$ cat src/rtl/serial_rx_pkg.sv
// Shared types and constants for the serial receive path.
// Word length grows by one parity bit when PARITY_CHECK_EN is defined.
package serial_rx_pkg;

    localparam logic DIR_MSB_FIRST = 1'b1;
    localparam logic DIR_LSB_FIRST = 1'b0;

    typedef enum logic {IDLE, SHIFT} rx_state_t;

`ifdef PARITY_CHECK_EN
    localparam int PAR_BITS = 1;
`else
    localparam int PAR_BITS = 0;
`endif

    function automatic int word_len(input int width);
        return width + PAR_BITS;
    endfunction

endpackage

$ cat src/rtl/serial_rx_shifter.sv
// Shift register, bit counter and per-word direction latch for the serial receiver.
// Presents the completed word and its done strobe combinationally on the final-bit cycle.
module serial_rx_shifter
    import serial_rx_pkg::*;
#(
    parameter int WIDTH = 8,
    parameter int CNT_W = 4
) (
    input  logic             CLK,
    input  logic             RST,
    input  logic             ser_in,
    input  logic             ser_valid,
    input  logic             dir,
    input  logic             sync,
    input  logic             first,
    output logic [WIDTH-1:0] word,
    output logic             done,
    output logic             par_err,
    output logic [CNT_W-1:0] bit_cnt
);

    localparam int WORD_LEN = word_len(WIDTH);

    logic [WIDTH-1:0] sreg;
    logic [WIDTH-1:0] base_reg;
    logic [WIDTH-1:0] shifted;
    logic [CNT_W-1:0] base_cnt;
    logic [CNT_W-1:0] cnt_inc;
    logic             dir_q;
    logic             dir_eff;

    // SYNC discards the partial word before the same-cycle bit is applied
    always_comb begin
        base_reg = sync ? '0 : sreg;
        base_cnt = sync ? '0 : bit_cnt;
        dir_eff  = first ? dir : dir_q;
        if (dir_eff == DIR_MSB_FIRST)
            shifted = {base_reg[WIDTH-2:0], ser_in};
        else
            shifted = {ser_in, base_reg[WIDTH-1:1]};
        cnt_inc = base_cnt + CNT_W'(1);
        done    = ser_valid && (cnt_inc == CNT_W'(WORD_LEN));
        if (PAR_BITS != 0) begin
            word    = base_reg;
            par_err = (^base_reg) ^ ser_in;
        end else begin
            word    = shifted;
            par_err = 1'b0;
        end
    end

    always_ff @(posedge CLK or posedge RST) begin
        if (RST) begin
            sreg    <= '0;
            bit_cnt <= '0;
            dir_q   <= DIR_LSB_FIRST;
        end else if (ser_valid) begin
            if (first)
                dir_q <= dir;
            if (done) begin
                sreg    <= '0;
                bit_cnt <= '0;
            end else begin
                sreg    <= shifted;
                bit_cnt <= cnt_inc;
            end
        end else if (sync) begin
            sreg    <= '0;
            bit_cnt <= '0;
        end
    end

endmodule

$ cat src/rtl/shift_deserializer.sv
// Serial-to-parallel receiver with valid/ready output and sticky overrun flag.
// Define PARITY_CHECK_EN to append an even-parity bit to each word and report PAR_ERR.
//
//   state | meaning
//   IDLE  | no bits of the current word collected yet
//   SHIFT | word in progress, direction latched
module shift_deserializer
    import serial_rx_pkg::*;
#(
    parameter int WIDTH = 8,
    parameter int CNT_W = 4
) (
    input  logic             CLK,
    input  logic             RST,
    input  logic             SER_IN,
    input  logic             SER_VALID,
    input  logic             DIR,
    input  logic             SYNC,
    output logic [WIDTH-1:0] DOUT,
    output logic             DOUT_VALID,
    input  logic             DOUT_READY,
    output logic             OVERRUN,
    input  logic             OVR_CLR,
    output logic             PAR_ERR,
    output logic [CNT_W-1:0] BIT_CNT
);

    rx_state_t        state;
    logic             first;
    logic             done;
    logic             perr;
    logic             drop;
    logic [WIDTH-1:0] word;

    assign first = (state == IDLE) || SYNC;
    assign drop  = done && DOUT_VALID && !DOUT_READY;

    serial_rx_shifter #(
        .WIDTH (WIDTH),
        .CNT_W (CNT_W)
    ) u_shifter (
        .CLK       (CLK),
        .RST       (RST),
        .ser_in    (SER_IN),
        .ser_valid (SER_VALID),
        .dir       (DIR),
        .sync      (SYNC),
        .first     (first),
        .word      (word),
        .done      (done),
        .par_err   (perr),
        .bit_cnt   (BIT_CNT)
    );

    always_ff @(posedge CLK or posedge RST) begin
        if (RST) begin
            state      <= IDLE;
            DOUT       <= '0;
            DOUT_VALID <= 1'b0;
            OVERRUN    <= 1'b0;
            PAR_ERR    <= 1'b0;
        end else begin
            if (SER_VALID && !done)
                state <= SHIFT;
            else if (SYNC || done)
                state <= IDLE;

            if (done && !drop) begin
                DOUT       <= word;
                DOUT_VALID <= 1'b1;
                PAR_ERR    <= perr;
            end else if (DOUT_VALID && DOUT_READY) begin
                DOUT_VALID <= 1'b0;
            end

            // a fresh drop outranks a clear in the same cycle
            if (drop)
                OVERRUN <= 1'b1;
            else if (OVR_CLR)
                OVERRUN <= 1'b0;
        end
    end

endmodule

$ cat config.mk
export PLATFORM = sky130hd
export DESIGN_NAME = shift_deserializer
export DESIGN_NICKNAME = d
export VERILOG_FILES = /design/src/rtl/serial_rx_pkg.sv /design/src/rtl/serial_rx_shifter.sv /design/src/rtl/shift_deserializer.sv
export SDC_FILE = /design/constraint.sdc
export NUM_CORES = 1
export LEC_CHECK = 0
export ABC_AREA = 1
export ABC_CLOCK_PERIOD_IN_PS = 1450
export CAP_MARGIN = 20
export CORE_UTILIZATION = 40
export CTS_BUF_LIST = sky130_fd_sc_hd__clkbuf_4 sky130_fd_sc_hd__clkbuf_8 sky130_fd_sc_hd__clkbuf_16
export DETAILED_ROUTE_END_ITERATION = 6
export GPL_TIMING_DRIVEN = 1
export PLACE_DENSITY = 0.66
export SYNTH_ARGS = -nofsm -noshare
export SYNTH_HDL_FRONTEND = slang
export SYNTH_SLANG_ARGS = --single-unit
$ cat constraint.sdc
create_clock -name CLK -period 1.45 [get_ports CLK]
set_clock_uncertainty 0.2 [all_clocks]
set_input_delay 0.29 -clock CLK [delete_from_list [all_inputs] [get_ports CLK]]
set_output_delay 0.29 -clock CLK [all_outputs]
set_load 0.05 [all_outputs]
==> results.sh <==
export IMPL_wl_mm=3.29
export IMPL_ys_ff_latch=24
export IMPL_crit_path_start="u_shifter.bit_cnt[1]"
export IMPL_leakagePower_nw=1.00
export IMPL_io_pins=23
export IMPL_drt_iter0_drc=50
export IMPL_final_area_um2=2020
export IMPL_gp_congestion=0.853
export IMPL_synth_area_leader_cell="dfrtp_1"
export IMPL_synth_top_area_share_pct=47.1
export IMPL_port_buffers=21
export IMPL_final_max_slew_viol_count=0
export IMPL_overflow=0
export IMPL_clockRootBuffer="clkbuf_4"
export IMPL_crit_type="register to register"
export IMPL_crit_buf_inv=3
export IMPL_wl_per_cell_um=12.8
export IMPL_wl_met1_mm=1.43
export IMPL_finalSetupViolCount=25
export IMPL_hold_path_class="input port to asynchronous set/reset pin"
export IMPL_crit_family="simple AND/OR/NAND/NOR gates"
export IMPL_first_pass_iters=4
export IMPL_antenna_diode_count=0
export IMPL_top_layer_used="met4"
export IMPL_drc=0
export IMPL_synth_cells=166
export IMPL_ys_warn_count=0
export IMPL_cts_tree="done"
export IMPL_period_share_pct=119
export IMPL_htreeDepth=1
export IMPL_synth_area_top_cells="dfrtp_1, nand2_1, nand3_1"
export IMPL_violations="negative setup slack"
export IMPL_p_per_area_nw_per_um2=735
export IMPL_drive_gt1_share_pct=36.2
export IMPL_antenna_found_initial=0
export IMPL_initial_core_util_pct=42.1
export IMPL_slowest_stage="dfrtp_2"
export IMPL_die_y_um=58.5
export IMPL_placed_cell_area_um2=1800
export IMPL_end_kind="register"
export IMPL_clk_path_buf_depth=2
export IMPL_synth_enable_flop_cells=0
export IMPL_seq_area_frac_synth_pct=47.1
export IMPL_path_cells="inv_2 -> nor2_4 -> ha_4 -> nand3b_1 -> nand2_2 -> inv_2 -> nand4_1 -> buf_6 -> nand3_1 -> nand2_1"
export IMPL_finalWorstSetupSlack_ns=-0.279
export IMPL_core_rowCount=20
export IMPL_finalHoldViolCount=0
export IMPL_synth_cell_types=24
export IMPL_crit_fanout=8
export IMPL_synth_main_ff_cell="dfrtp_1"
export IMPL_grt_max_degree=25
export IMPL_vias=1237
export IMPL_synth_commonest_cells="nand2_1, dfrtp_1, nand3_1, inv_1, nand2_2"
export IMPL_ir_worst_vdd_mv=1.10
export IMPL_die_w_um=58.5
export IMPL_areaGrowthSynthToFinish_pct=57.9
export IMPL_max_freq_mhz=578
export IMPL_nets=224
export IMPL_async_flop_share_pct=100
export IMPL_reg2reg_from="u_shifter.bit_cnt[1]"
export IMPL_slowest_delay_ns=0.44
export IMPL_drv_cap=0
export IMPL_p_total_mw=1.48
export IMPL_core_area_um2=3030
export IMPL_avgSynthCellArea_um2=7.69
export IMPL_worstSkewPairLatency_ns=0.33
export IMPL_synth_fp_nets=176
export IMPL_grt_total_usage_pct=21.1
export IMPL_crit_top_cell="inv_2"
export IMPL_grt_pass1_wl_mm=5.46
export IMPL_crit_required_ns=1.52
export IMPL_ant_nets=0
export IMPL_grt_pass1_vias=1185
export IMPL_cts_buffers=3
export IMPL_status="complete, but fails checks"
export IMPL_period_minus_slack_ns=1.73
export IMPL_hpwl_mm=2.26
export IMPL_wl_met2_mm=1.69
export IMPL_syn_area_um2=1280
export IMPL_via_per_inst=4.81
export IMPL_cts_sinks=24
export IMPL_rsz0062_at_grt="true"
export IMPL_clk_pin_slew_ns=0.14
export IMPL_met3_length_um=140
export IMPL_critPathArrivalTime_ns=1.80
export IMPL_startpoint_type="register"
export IMPL_synth_most_common_cell="nand2_1"
export IMPL_die_area_um2=3420
==> worst register-to-register path, stage by stage (launching register included) <==
cell and delay [ns]:
dfrtp_2 0.44, inv_2 0.08, nor2_4 0.05, ha_4 0.16, nand3b_1 0.17, nand2_2 0.13, inv_2 0.06, nand4_1 0.09
buf_6 0.15, nand3_1 0.08, nand2_1 0.08
==> final cells by class <==
class	count	area, µm²
clock buffers	3	22.5
clock inverters	1	30.0
fillers	240	1010
inverters	20	75.1
multi-input cells	118	658
flip-flops and latches	24	603
well taps	44	55.1
repair buffers	47	572
==> report_power, final <==
part / switching, mW / internal [mW] / total, mW
clock: 0.215 / 0.280 / 0.494
sequential: 0.0148 / 0.691 / 0.706
combinational: 0.159 / 0.123 / 0.282
==> stage by stage <==
stage	std cells	setup WS (ns)	hold WS (ns)	setup TNS [ns]	util, %
3_5_place_dp	244	-0.792	0.299	-16.51	59.5
4_1_cts	251	-0.255	0.0933	-4.77	63.1
3_3_place_gp	244	-0.725	0.294	-15.24	59.5
2_1_floorplan	166	-0.370	0.104	-6.93	-
5_1_grt	257	-0.410	0.0850	-8.44	66.6
6_report	257	-0.279	0.0792	-5.39	66.6
==> logic make-up after synthesis <==
logic type / after synthesis / share of synthesized area (%)
compound gates: 14 / 6.47
xor+xnor: 1 / 0.686
fa+ha+maj: 2 / 1.96
buf+inv: 26 / 9.41
flops: 24 / 47.1
other cells: 1 / 0.294
simple gates: 98 / 34.1
==> registers in the layout, indices dropped and copies added (netlist names) <==
signal and count:
u_shifter.dir_q 1, state 1, DOUT 8, u_shifter.bit_cnt 4, DOUT_VALID 1, OVERRUN 1, u_shifter.sreg 8
==> cells in the final DEF, fill, tap and decap left out, types with 2 or more instances in the layout <==
master	count
nor2_1	3
clkbuf_4	3
dfrtp_2	2
buf_6	4
nand2_1	61
o21ai_1	5
nor2_4	5
clkinv_1	2
dfrtp_1	22
clkdlybuf4s50_1	6
inv_1	14
nand3_2	9
o21ai_0	3
o21ai_2	4
nand2_2	7
inv_2	4
nand3_1	12
buf_4	21
buf_12	15
==> final timing paths <==
check                                       endpoint  slack (ns)  depth (start not counted)
worst max register to register     u_shifter.sreg[6]       -0.28                         10
worst max-delay path               u_shifter.sreg[6]       -0.28                         10
worst min-delay path                         DOUT[4]        0.08                          3
worst min register to register       u_shifter.dir_q        0.33                          2
max in group asynchronous       u_shifter.bit_cnt[0]        0.80                          3
min in group CLK                             OVERRUN        0.29                          2
==> repair_timing <==
action / CTS / global route
setup endpoints to repair: 27 / 35
pin swaps: 5 / 6
hold buffers: 0 / 0
cloned: 2 / 0
resized for setup: 11 / 12
buffers inserted: 1 / 6
==> metal layers <==
metal,up-vias,global-route usage (%)
met1,580,26.6
met3,4,4.40
met4,0,3.74
met5,-,0
li1,618,-
met2,35,37.8
Power figures use the tool's default switching activity.
